### config.mk
export PLATFORM = sky130hd
export DESIGN_NAME = seq_mult4
export DESIGN_NICKNAME = d
export VERILOG_FILES = /design/src/rtl/seq_mult4_pkg.sv /design/src/rtl/seq_mult4_pp_row.sv /design/src/rtl/seq_mult4.sv
export SDC_FILE = /design/constraint.sdc
export NUM_CORES = 1
export LEC_CHECK = 0
export BUFFER_PORTS_ARGS = -buffer_cell sky130_fd_sc_hd__buf_4
export CORE_MARGIN = 10
export CORE_UTILIZATION = 52
export CTS_BUF_LIST = sky130_fd_sc_hd__clkbuf_16
export CTS_CLUSTER_DIAMETER = 100
export DETAILED_ROUTE_END_ITERATION = 8
export GPL_TIMING_DRIVEN = 0
export PLACE_DENSITY = 0.76
export SLEW_MARGIN = 25
export SYNTH_ARGS = -nofsm -noshare
export SYNTH_HDL_FRONTEND = slang
export SYNTH_SLANG_ARGS = --single-unit
### constraint.sdc
create_clock -name clk -period 2.11 [get_ports clk]
set_input_delay 0.3165 -clock clk [delete_from_list [all_inputs] [get_ports clk]]
set_output_delay 0.3165 -clock clk [all_outputs]
set_load 0.005 [all_outputs]
### src/rtl/seq_mult4_pkg.sv
// Shared types and constants for the sequential shift-add multiplier.
package seq_mult4_pkg;

    // Operand width used when the multiplier is instantiated without an override.
    localparam int DEFAULT_W = 4;

    // Control states: waiting for operands, stepping through multiplier bits,
    // and holding a finished product until it is taken.
    typedef enum logic [1:0] {
        IDLE = 2'd0,
        RUN  = 2'd1,
        DONE = 2'd2
    } state_t;

endpackage

### src/rtl/seq_mult4_pp_row.sv
// One partial-product row: conditionally add the multiplicand to the running
// upper half of the accumulator. The extra result bit is the carry out.
module pp_row
    import seq_mult4_pkg::*;
#(
    parameter int W = DEFAULT_W
) (
    input  logic [W-1:0] a,
    input  logic         b_bit,
    input  logic [W-1:0] prev,
    output logic [W:0]   sum
);

    assign sum = {1'b0, a & {W{b_bit}}} + {1'b0, prev};

endmodule

### src/rtl/seq_mult4.sv
// Sequential unsigned multiplier: one multiplier bit per clock, LSB first,
// with a ready/valid handshake on both sides and a synchronous abort.
module seq_mult4
    import seq_mult4_pkg::*;
#(
    parameter int W = DEFAULT_W
) (
    input  logic           clk,
    input  logic           rst_n,
    input  logic           in_valid,
    output logic           in_ready,
    input  logic [W-1:0]   a,
    input  logic [W-1:0]   b,
    input  logic           abort,
    output logic           out_valid,
    input  logic           out_ready,
    output logic [2*W-1:0] p,
    output logic           busy
);

    localparam int             CNT_W = (W > 1) ? $clog2(W) : 1;
    localparam logic [CNT_W-1:0] LAST = CNT_W'(W - 1);

    state_t         state;
    state_t         next_state;
    logic           accept;
    logic [W-1:0]   a_reg;
    logic [W-1:0]   b_reg;
    logic [W-1:0]   acc_hi;
    logic [W-1:0]   acc_lo;
    logic [CNT_W-1:0] cnt;
    logic [W:0]     row_sum;

    // The single adder row is shared by every RUN cycle; the multiplier
    // register shifts right so bit 0 is always the bit being processed.
    pp_row #(
        .W(W)
    ) u_row (
        .a    (a_reg),
        .b_bit(b_reg[0]),
        .prev (acc_hi),
        .sum  (row_sum)
    );

    // Next-state decode; abort wins over both acceptance and the output handshake.
    always_comb begin
        next_state = state;
        accept     = 1'b0;
        case (state)
            IDLE: begin
                if (in_valid && !abort) begin
                    accept     = 1'b1;
                    next_state = RUN;
                end
            end
            RUN: begin
                if (abort) begin
                    next_state = IDLE;
                end else if (cnt == LAST) begin
                    next_state = DONE;
                end
            end
            DONE: begin
                if (abort || out_ready) begin
                    next_state = IDLE;
                end
            end
            default: next_state = IDLE;
        endcase
    end

    assign in_ready  = (state == IDLE);
    assign busy      = (state != IDLE);
    assign out_valid = (state == DONE);
    assign p         = out_valid ? {acc_hi, acc_lo} : '0;

    // State register plus datapath: load operands on accept, then shift-add
    // one bit per RUN cycle with the freed LSB moving into the low half.
    always_ff @(posedge clk or negedge rst_n) begin
        if (!rst_n) begin
            state  <= IDLE;
            a_reg  <= '0;
            b_reg  <= '0;
            acc_hi <= '0;
            acc_lo <= '0;
            cnt    <= '0;
        end else begin
            state <= next_state;
            if (accept) begin
                a_reg  <= a;
                b_reg  <= b;
                acc_hi <= '0;
                acc_lo <= '0;
                cnt    <= '0;
            end else if (state == RUN && !abort) begin
                acc_hi <= row_sum[W:1];
                acc_lo <= {row_sum[0], acc_lo[W-1:1]};
                b_reg  <= b_reg >> 1;
                cnt    <= cnt + CNT_W'(1);
            end
        end
    end

endmodule
Word-level counts from Yosys, hierarchy flattened
Cells that the tools add are included.
Widths: inputs -> output; s select.

operators by class
  add/subtract/negate cells = 2
  bitwise gates (word level) = 1
  equal/unequal tests = 6
  muxes and demuxes = 16
  reductions and logical operators = 8

operator list
  operator             count
  $mux 4               6
  $mux 2               6
  $mux 8               1
  $pmux 2 s3           1
  $add 4x4->5          1
  $and 4x4->4          1
  $eq 2x2->1 const B   2
  $ne 2x1->1 const B   2
  $reduce_bool 2->1    2
  $ne 3x3->1 const B   1
  $reduce_and 3->1     1
  $add 2x1->2 const B  1
  $eq 2x1->1 const B   1
  $logic_and 1x1->1    2
  $logic_not 2->1      1
  $mux 1               2
  $logic_not 1->1      1
  $logic_or 1x1->1     1

word-level totals
  word-level logic and storage cells = 39
  input bits = 13
  bits in registers = 20
  output and inout bits = 11

Longest topological paths before layout
Gate-level depths: netlist of the first run.

  word-level depth = 5
  depth in mapped cells = 7

Hierarchy
A second synthesis of the first run with hierarchy kept.

second synthesis, totals
  cells, all modules = 88
  area, all modules = 1047.3 um^2

modules (own cells, without submodules)
  module     times used  cells an instance  sequential area each (um^2)  area each (um^2)
  seq_mult4  1           68                 500.5                        888.4
  pp_row     1           20                 0.0                          158.9

Least setup slack after synthesis of the first run
OpenSTA, ideal clock, no wires.

  kind = register to register
  from = register state[0]
  to = register a_reg[0]
  buffers on the path = 1
  stages on the path, launching flop included = 4
  arrival time = 1.354 ns
  data required time = 1.985 ns
  setup time = 0.125 ns
  clock period less this slack = 1.479 ns
  slack = 0.631 ns
  path through = dfrtp_1 -> nor4b_4 -> buf_6 -> mux2_2

on the way
  longest elaborated chain between the ends = 2

RTL lines
  element                 line             text
  start, declared         seq_mult4.sv:24  state_t state;
  start signal, assigned  seq_mult4.sv:88  state <= next_state;
  $logic_not 2->1         seq_mult4.sv:49  case (state)
  $mux 1                  seq_mult4.sv:49
  end signal, assigned    seq_mult4.sv:82  a_reg <= '0;
  end signal, assigned    seq_mult4.sv:90  a_reg <= a;
  end, declared           seq_mult4.sv:27  logic [W-1:0] a_reg;

No other way between the ends.
A chain may end at the register's enable or synchronous reset.

Final worst setup path of the first run
  from = register state[1]
  to = output port p[4]

on the way
  longest elaborated chain between the ends = 2

RTL lines
  element        line             text
  $eq 2x2->1     seq_mult4.sv:74  assign out_valid = (state == DONE);
  $mux 8         seq_mult4.sv:75  assign p = out_valid ? {acc_hi, acc_lo} : '0;
  end, declared  seq_mult4.sv:17  output logic [2*W-1:0] p,

No other way between the ends.

==> reports/results.tsv, run 1 <==
metric	value	unit
unrepaired setup endpoints after global routing	no	
DRC viols	0	
maxcap violations	0	
Worst-Skew Late Latency	0.25	ns
synthesized flop and latch total	20	
min Tclk post-route	1.88	ns
ANT cells	0	
status	completed	
initial DRC count	22	
syn avg cell area	10.9	sq um
skew final	0.00337	ns
largest net degree at the start of global routing	21	
worst rel slew slack	64.8	%
most common cell after layout, fill and taps aside	buf_4	
Yosys cell types	31	
clock sink total	20	
H-tree depth	1	
placed inst area	0.00127	sq mm
post-cts resize count	0	
grt total ovfl	0	
CP Data Required Time	1.79	ns
Via density	5.34	
final worst-path cycle share	89.0	%
critical path arrival	1.56	ns
pwr/cell area	978	mW/mm^2
CTS tree	yes	
EDFF count, synth	0	
CTS Root Cell	clkbuf_16	
vias in the first global route	917	
main flop type after synthesis	dfrtp_1	
row cnt	16	
fill count	150	
Slew Viols, Final	0	
Core ar.	0.00196	sq mm
cts bufs inserted	3	
Setup crit end kind	primary output	
total power	0.00136	W
Nets	146	
area of the mapped netlist	0.00107	sq mm
Clock Path Buffers	2	
P&R area growth vs syn	30.1	%
I/O Pins	24	
Final setup viols	0	
CTS clk-pin slew, worst paths	0.06	ns
Port Buf Inserts	23	
fmax	0.533	GHz
first-pass GRT wire length	3970	um
dpl hpwl	1700	um
worst-path fanout max	10	
antenna violations before repair	0	
Non-Filler Instances	153	
Hold Path Class	input pin to register	
1st-pass router iterations	4	
Worst Setup Start Kind	register	
setup TNS	0	ns
DR WL/cell	14.7	um
most frequent cells in the layout	buf_4, dfrtp_1, and2_1, nand2_1, a21oi_1	
critical path type	register to primary output	
Die Span Y	65.3	um
final wirelength	2260	um
Synth async-reset ratio	100	%
dpl cells	148	
Die Area	0.00427	sq mm
Overall Global Routing Usage	11.4	%
die width	65.3	um
Mapped Nets	117	
Routed Antenna Nets	0	
Hold Fails Final Rpt	0	
Pleak	0.685	nW
layout cells sized above 1	31.0	%
cells after synthesis	98	
Worst-Margin Slew	0.526	ns
Synth Warn #	0	
routability cong.	0.831	
maximum VDD drop	0.000779	V
vias after detailed routing	817	
Starting Density	54.5	%
sequential element share of the synthesized area	46.8	%
final instance area	0.00139	sq mm
-- worst paths after layout --
kind,to,startpoint,slack (ns),depth (start not counted)
max,p[4],state[1]$_DFFE_PN0P_,0.23,4
min,state[1]$_DFFE_PN0P_,abort,0.27,2
max reg2reg,a_reg[0]$_DFFE_PN0P_,state[0]$_DFFE_PN0P_,0.43,3
min reg2reg,b_reg[1]$_DFFE_PN0P_,b_reg[1]$_DFFE_PN0P_,0.48,1
max in group asynchronous,acc_hi[1]$_DFFE_PN0P_,rst_n,1.41,2
min in group asynchronous,state[0]$_DFFE_PN0P_,rst_n,0.49,2
-- through the flow --
stage	hold slack [ns]	setup WS, ns	utilization (%)
after global placement	0.208	0.460	65.0
final	0.267	0.233	70.9
after CTS	0.270	0.223	70.9
after floorplan	0.0209	0.631	-
after detailed placement	0.210	0.411	65.0
after global routing	0.276	0.128	70.9
-- layout make-up --
class / count / area [sq um] / share of cell area, %
multi-input combinational: 70 / 526 / 37.8
sequential: 20 / 500 / 36.0
timing repair buffer: 24 / 183 / 13.1
clock buffer: 3 / 75.1 / 5.40
tap: 27 / 33.8 / 2.43
clock inverter: 1 / 30.0 / 2.16
buffer: 4 / 27.5 / 1.98
inverter: 4 / 15.0 / 1.08
-- per-layer routing --
layer,share of wire (%),vias up,GRT usage (%),routed length (um)
met1,43,398,11.8,977
met3,6.0,5,3.90,136
met2,49,18,20.5,1110
li1,-,396,-,-
met4,1.6,0,4.81,35
met5,0,-,0,0
-- synthesized netlist by cell type, types with 2 or more instances --
library cell / count / area share, %
a22o_1: 6 / 4.9
and2_1: 11 / 6.4
a21oi_1: 7 / 3.3
nand2b_1: 3 / 1.8
xnor2_1: 2 / 1.6
inv_1: 4 / 1.4
ha_1: 5 / 5.9
nor2b_1: 2 / 1.2
a21o_1: 3 / 2.1
mux2_2: 4 / 4.2
nor2_1: 3 / 1.1
nand2_1: 10 / 3.5
dfrtp_1: 20 / 47
-- power breakdown --
part	internal, W	switching [W]
Sequential	0.000476	0.0000684
Clock	0.000376	0.000142
Combinational	0.000161	0.000136
-- worst max-delay path, cell delays in order (launching register included) --
cell	delay, ns
dfrtp_1	0.47
nor2b_1	0.18
clkbuf_1	0.33
and2_1	0.21
buf_4	0.11
-- cells by family (layout without fill, tap and decap cells) --
family          Yosys count  count (layout)  share of synthesized area (%)
xor+xnor                  2               2                           1.64
compound gates           21              21                           14.3
flops                    20              20                           46.8
mux                       4               4                           4.22
simple gates             37              37                           21.3
fa+ha+maj                 6               6                           7.73
buf+inv                   8              36                           3.98
-- what timing repair did --
item,in CTS,in global routing
endpoints found under the hold margin,20,0
hold buffers,1,0
buffers inserted,0,0
Power figures use the tool's default switching activity.
==> inputs of run 2 (changes only) <==
PLACE_DENSITY = 0.87   (was 0.76)
clock period = 1.85 ns   (was 2.11 ns; I/O delays follow)
==> run 2 against run 1 <==
Against the previous run: clock-buffer cell count did not move; critical path depth rose by 3; power rose by 4.3%; via count fell by 0.73%; clock power fell by 14%; global-route usage rose by 0.67 points; wire length rose by 8.3%; sequential share of layout area rose by 0.66 points; setup slack got worse by 0.11 ns.
==> reports/results.tsv, run 2 (synthesis gave the netlist of run 1 again) <==
metric	value	unit	change
status	completed		
Nets	146		unchanged
antenna violations before repair	0		unchanged
Final Util	69.6	%	-1.3 points
pwr/cell area	1040	mW/mm^2	+6.2%
Worst-Margin Slew	0.526	ns	-0.000368 ns
Routed Antenna Nets	0		unchanged
min Tclk post-route	1.72	ns	
I/O Pins	24		unchanged
final worst-path cycle share	93.2	%	
DR WL/cell	16.0	um	+8.3%
CTS tree	yes		
Port Buf Inserts	23		unchanged
maxcap violations	0		unchanged
initial DRC count	19		-14%
unrepaired setup endpoints after global routing	no		
maximum VDD drop	0.000686	V	-12%
CTS Root Cell	clkbuf_16		
Starting Density	54.5	%	unchanged
clock sink total	20		unchanged
final wirelength	2440	um	+8.3%
cts bufs inserted	3		unchanged
Setup crit end kind	register		
grt total ovfl	0		unchanged
first-pass GRT wire length	4200	um	+5.7%
routability cong.	0.843		+1.4%
dpl hpwl	1830	um	+7.1%
setup TNS	0	ns	unchanged
Overall Global Routing Usage	12.1	%	+0.67 points
vias after detailed routing	811		-0.73%
critical path type	register to register		
H-tree depth	1		unchanged
row cnt	16		unchanged
worst rel slew slack	64.8	%	about the same
most common cell after layout, fill and taps aside	buf_4		
P&R area growth vs syn	27.8	%	
total power	0.00142	W	+4.3%
multi-input logic area	526	sq um	unchanged
1st-pass router iterations	4		unchanged
vias in the first global route	952		+3.8%
skew final	0.00187	ns	-0.00149 ns
CTS clk-pin slew, worst paths	0.06	ns	about the same
Core ar.	0.00196	sq mm	unchanged
die width	65.3	um	unchanged
Worst-Skew Late Latency	0.25	ns	about the same
worst-path fanout max	5		-5
Die Area	0.00427	sq mm	unchanged
DRC viols	0		unchanged
most frequent cells in the layout	buf_4, dfrtp_1, and2_1, nand2_1, a21oi_1		
ANT cells	0		unchanged
Die Span Y	65.3	um	unchanged
Slew Viols, Final	0		unchanged
Via density	5.30		-0.73%
critical path arrival	1.89	ns	+0.33 ns
Final setup viols	0		unchanged
CP Data Required Time	2.02	ns	+0.23 ns
largest net degree at the start of global routing	21		unchanged
Sequential Area	500	sq um	unchanged
Hold Path Class	input pin to register		
fmax	0.580	GHz	
Pleak	0.676	nW	-1.3%
Hold Fails Final Rpt	0		unchanged
Clock Path Buffers	2		unchanged
Worst Setup Start Kind	register		
layout cells sized above 1	31.0	%	unchanged
fill count	165		+10%
[run 2: worst max-delay path, cell delays in order (launching register included)]
cell,delay (ns)
dfrtp_1,0.40
and2_1,0.17
ha_1,0.18
inv_1,0.06
fa_1,0.40
nor2b_1,0.16
o21ai_0,0.10
a22oi_1,0.17
[run 2: final timing paths]
check / startpoint / end / slack [ns] / cells after the start
worst min register to register: b_reg[2]$_DFFE_PN0P_ / b_reg[2]$_DFFE_PN0P_ / 0.48 / 1
max in group asynchronous: rst_n / state[0]$_DFFE_PN0P_ / 1.20 / 2
worst max-delay path: b_reg[0]$_DFFE_PN0P_ / acc_hi[3]$_DFFE_PN0P_ / 0.13 / 7
worst min-delay path: abort / state[1]$_DFFE_PN0P_ / 0.24 / 2
min in group asynchronous: rst_n / acc_hi[2]$_DFFE_PN0P_ / 0.44 / 2
worst max register to register: b_reg[0]$_DFFE_PN0P_ / acc_hi[3]$_DFFE_PN0P_ / 0.13 / 7
[run 2: cell type report]
class | instances | share of cell area, %
timing repair buffer | 24 | 13.4
buffer | 4 | 2.11
inverter | 4 | 1.10
clock inverter | 1 | 0.275
tap | 27 | 2.47
sequential | 20 | 36.7
multi-input combinational | 70 | 38.5
clock buffer | 3 | 5.50
[run 2: timing repair]
action | CTS | global route
endpoints found under the setup margin | 0 | 8
gates resized for setup | 0 | 2
endpoints found under the hold margin | 20 | 0
hold buffers | 1 | 0
buffers inserted | 0 | 0
[run 2: power by group]
part	leakage, nW	internal (W)	switching [W]
logic	0.380	0.000184	0.000164
clock network	0.0385	0.000288	0.000157
registers	0.258	0.000543	0.0000819
total	0.676	0.00102	0.000402
[run 2: per-layer routing]
metal,GRT usage [%],wire length (um)
met5,0,0
met4,6.68,57
met3,2.54,120
met2,21.3,1260
met1,13.2,1010
[run 2: stage by stage]
| step | worst slack [ns] | instance area, sq um | hold WS (ns) | std cells |
|---|---|---|---|---|
| after global routing | 0.0155 | 1370 | 0.249 | 153 |
| after global placement | 0.185 | 1270 | 0.168 | 148 |
| after floorplan | 0.371 | 1070 | -0.0181 | 98 |
| after CTS | 0.0813 | 1360 | 0.234 | 153 |
| final | 0.126 | 1370 | 0.236 | 153 |
| after detailed placement | 0.165 | 1270 | 0.172 | 148 |
==> inputs of run 3 (changes only) <==
CORE_UTILIZATION = 55   (was 52)
CTS_BUF_LIST = sky130_fd_sc_hd__clkbuf_4 sky130_fd_sc_hd__clkbuf_8   (was sky130_fd_sc_hd__clkbuf_16)
PLACE_DENSITY = 0.91   (was 0.87)
SETUP_SLACK_MARGIN = 0.2   (was not set)
==> run 3 against run 2 <==
Against the previous run: first-iteration DRC count rose by 53%; clock-buffer cell count stayed put; power is 12% lower; design area grew 3.4%; cell count up 3.3%; setup slack improved by 0.12 ns; non-clock buffer count up 8; hold slack worse by 0.053 ns; die area fell by 3.8%; critical endpoint is now p[7]; largest cell class unchanged; highest routed layer unchanged.
==> reports/results.tsv, run 3 (synthesis gave the netlist of run 1 again) <==
metric	value	unit	change
Hold Path Class	input pin to register		
initial DRC count	29		+10
CP dominant cell by count	buf_4		
final worst-path cycle share	87.0	%	-6.2 points
maximum VDD drop	0.000556	V	-19%
vias after detailed routing	849		+4.7%
Nets	154		+5.5%
Starting Density	59.9	%	+5.5 points
final wirelength	2470	um	+0.98%
Worst Setup Start Kind	register		
clock sink total	20		unchanged
DR WL/cell	15.6	um	-2.2%
Slew Viols, Final	0		unchanged
Die Span Y	64.1	um	-1.9%
Cell Chain, Critical Path	nor2b_1, buf_4, and2_1, buf_4		
ANT cells	0		unchanged
dpl hpwl	1730	um	-5.0%
Port Buf Inserts	23		unchanged
CTS tree	yes		
P&R area growth vs syn	32.1	%	
vias in the first global route	862		-9.5%
layout cells sized above 1	42.1	%	+11 points
CP Data Required Time	1.57	ns	-0.45 ns
Routed Antenna Nets	0		unchanged
internal power	0.000851	W	-16%
min Tclk post-route	1.61	ns	-0.115 ns
1st-pass router iterations	5		+1
H-tree depth	1		unchanged
critical path type	register to primary output		
pwr/cell area	884	mW/mm^2	-15%
cts bufs inserted	3		unchanged
Pleak	0.693	nW	+2.5%
Hold Fails Final Rpt	0		unchanged
worst rel slew slack	78.7	%	+14 points
Via density	5.37		+1.4%
CTS Root Cell	clkbuf_4		
DRC viols	0		unchanged
first-pass GRT wire length	3800	um	-9.5%
Worst-Margin Slew	0.312	ns	-0.214 ns
I/O Pins	24		unchanged
Setup crit end kind	primary output		
row cnt	15		-1
most frequent cells in the layout	buf_4, dfrtp_1, and2_1, nand2_1, a22o_1		
clock power share	15.4	%	-16 points
Die Area	0.00411	sq mm	-3.8%
Overall Global Routing Usage	11.2	%	-0.93 points
status	completed		
hold_ws	0.183	ns	-0.0533 ns
Gate power share	34.1	%	+9.6 points
antenna violations before repair	0		unchanged
critical path arrival	1.33	ns	-0.56 ns
worst-path fanout max	9		+4
Core ar.	0.00178	sq mm	-9.1%
CTS clk-pin slew, worst paths	0.10	ns	+0.04 ns
Worst-Skew Late Latency	0.28	ns	+0.03 ns
Final setup viols	0		unchanged
critical path's largest stage delay	0.47	ns	+0.07 ns
Crit-path slowest cell	dfrtp_2		
NetSw	0.000397	W	-1.2%
switch share	31.8	%	+3.5 points
grt total ovfl	0		unchanged
unrepaired setup endpoints after global routing	yes		
maxcap violations	0		unchanged
Clock Path Buffers	2		unchanged
routability cong.	0.819		-2.9%
setup TNS	0	ns	unchanged
skew final	0.00211	ns	+0.000240 ns
most common cell after layout, fill and taps aside	buf_4		
fmax	0.621	GHz	+7.2%
die width	64.1	um	-1.9%
fraction of power consumed by sequential logic	50.5	%	+6.4 points
largest net degree at the start of global routing	21		unchanged
[run 3: cell count changes in the layout (fill, tap and decap cells not counted), sizes merged]
cell / before / now
buf: 26 / 34
clkinv: 1 / 0
[run 3: per-stage QoR]
step | cells | total power [W] | utilization, % | cell area, sq um | setup slack (ns)
6_report | 158 | 0.00125 | 79.2 | 1410 | 0.241
5_1_grt | 158 | 0.00134 | 79.2 | 1410 | 0.157
4_1_cts | 152 | 0.00117 | 74.4 | 1330 | 0.204
3_5_place_dp | 146 | 0.000974 | 71.4 | 1270 | 0.184
3_3_place_gp | 146 | 0.000940 | 71.4 | 1270 | 0.213
2_1_floorplan | 98 | 0.000856 | - | 1070 | 0.371
[run 3: worst paths after layout]
check | start | to | slack (ns) | depth (start not counted)
worst max-delay path | state[0]$_DFFE_PN0P_ | p[7] | 0.24 | 4
worst min-delay path | abort | state[1]$_DFFE_PN0P_ | 0.18 | 2
worst max register to register | state[1]$_DFFE_PN0P_ | cnt[0]$_DFFE_PN0P_ | 0.25 | 6
worst min register to register | b_reg[1]$_DFFE_PN0P_ | b_reg[1]$_DFFE_PN0P_ | 0.50 | 1
max in group asynchronous | rst_n | state[1]$_DFFE_PN0P_ | 1.24 | 2
min in group asynchronous | rst_n | b_reg[2]$_DFFE_PN0P_ | 0.39 | 2
[run 3: cell type report]
type	count	area, sq um
Inverter	4	15.0
Tap cell	25	31.3
Buffer	4	33.8
Multi-Input combinational cell	70	563
Fill cell	127	372
Sequential cell	20	503
Clock buffer	3	22.5
Timing Repair Buffer	32	243
[run 3: per-layer routing]
| metal | vias up | part of all wire [%] | global-route usage [%] |
|---|---|---|---|
| li1 | 413 | - | - |
| met1 | 407 | 41 | 12.7 |
| met2 | 23 | 52 | 19.5 |
| met3 | 6 | 4.9 | 3.14 |
| met4 | 0 | 2.1 | 3.83 |
| met5 | - | 0 | 0 |
[run 3: critical path, delay by kind of cell, from the launching register on]
family	cells	cell delay, ns
buffers and inverters	2	0.28
DFF	1	0.47
and+or+nand+nor	2	0.30
[run 3: power groups by stage]
stage	combinational, W	clock (W)	sequential [W]
detailed placement	0.000343	0	0.000631
finish	0.000425	0.000192	0.000631
global placement	0.000318	0	0.000623
CTS	0.000350	0.000199	0.000623
global route	0.000477	0.000219	0.000646
floorplan	0.000250	0	0.000606
[run 3: timing repair]
action | 4_1_cts | 5_1_grt
buffers inserted | 2 | 6
gates resized for setup | 4 | 11
gates cloned | 0 | 0
pin swaps | 1 | 4
hold buffers | 1 | 0
setup endpoints to repair | 12 | 12
hold endpoints to repair | 20 | 0
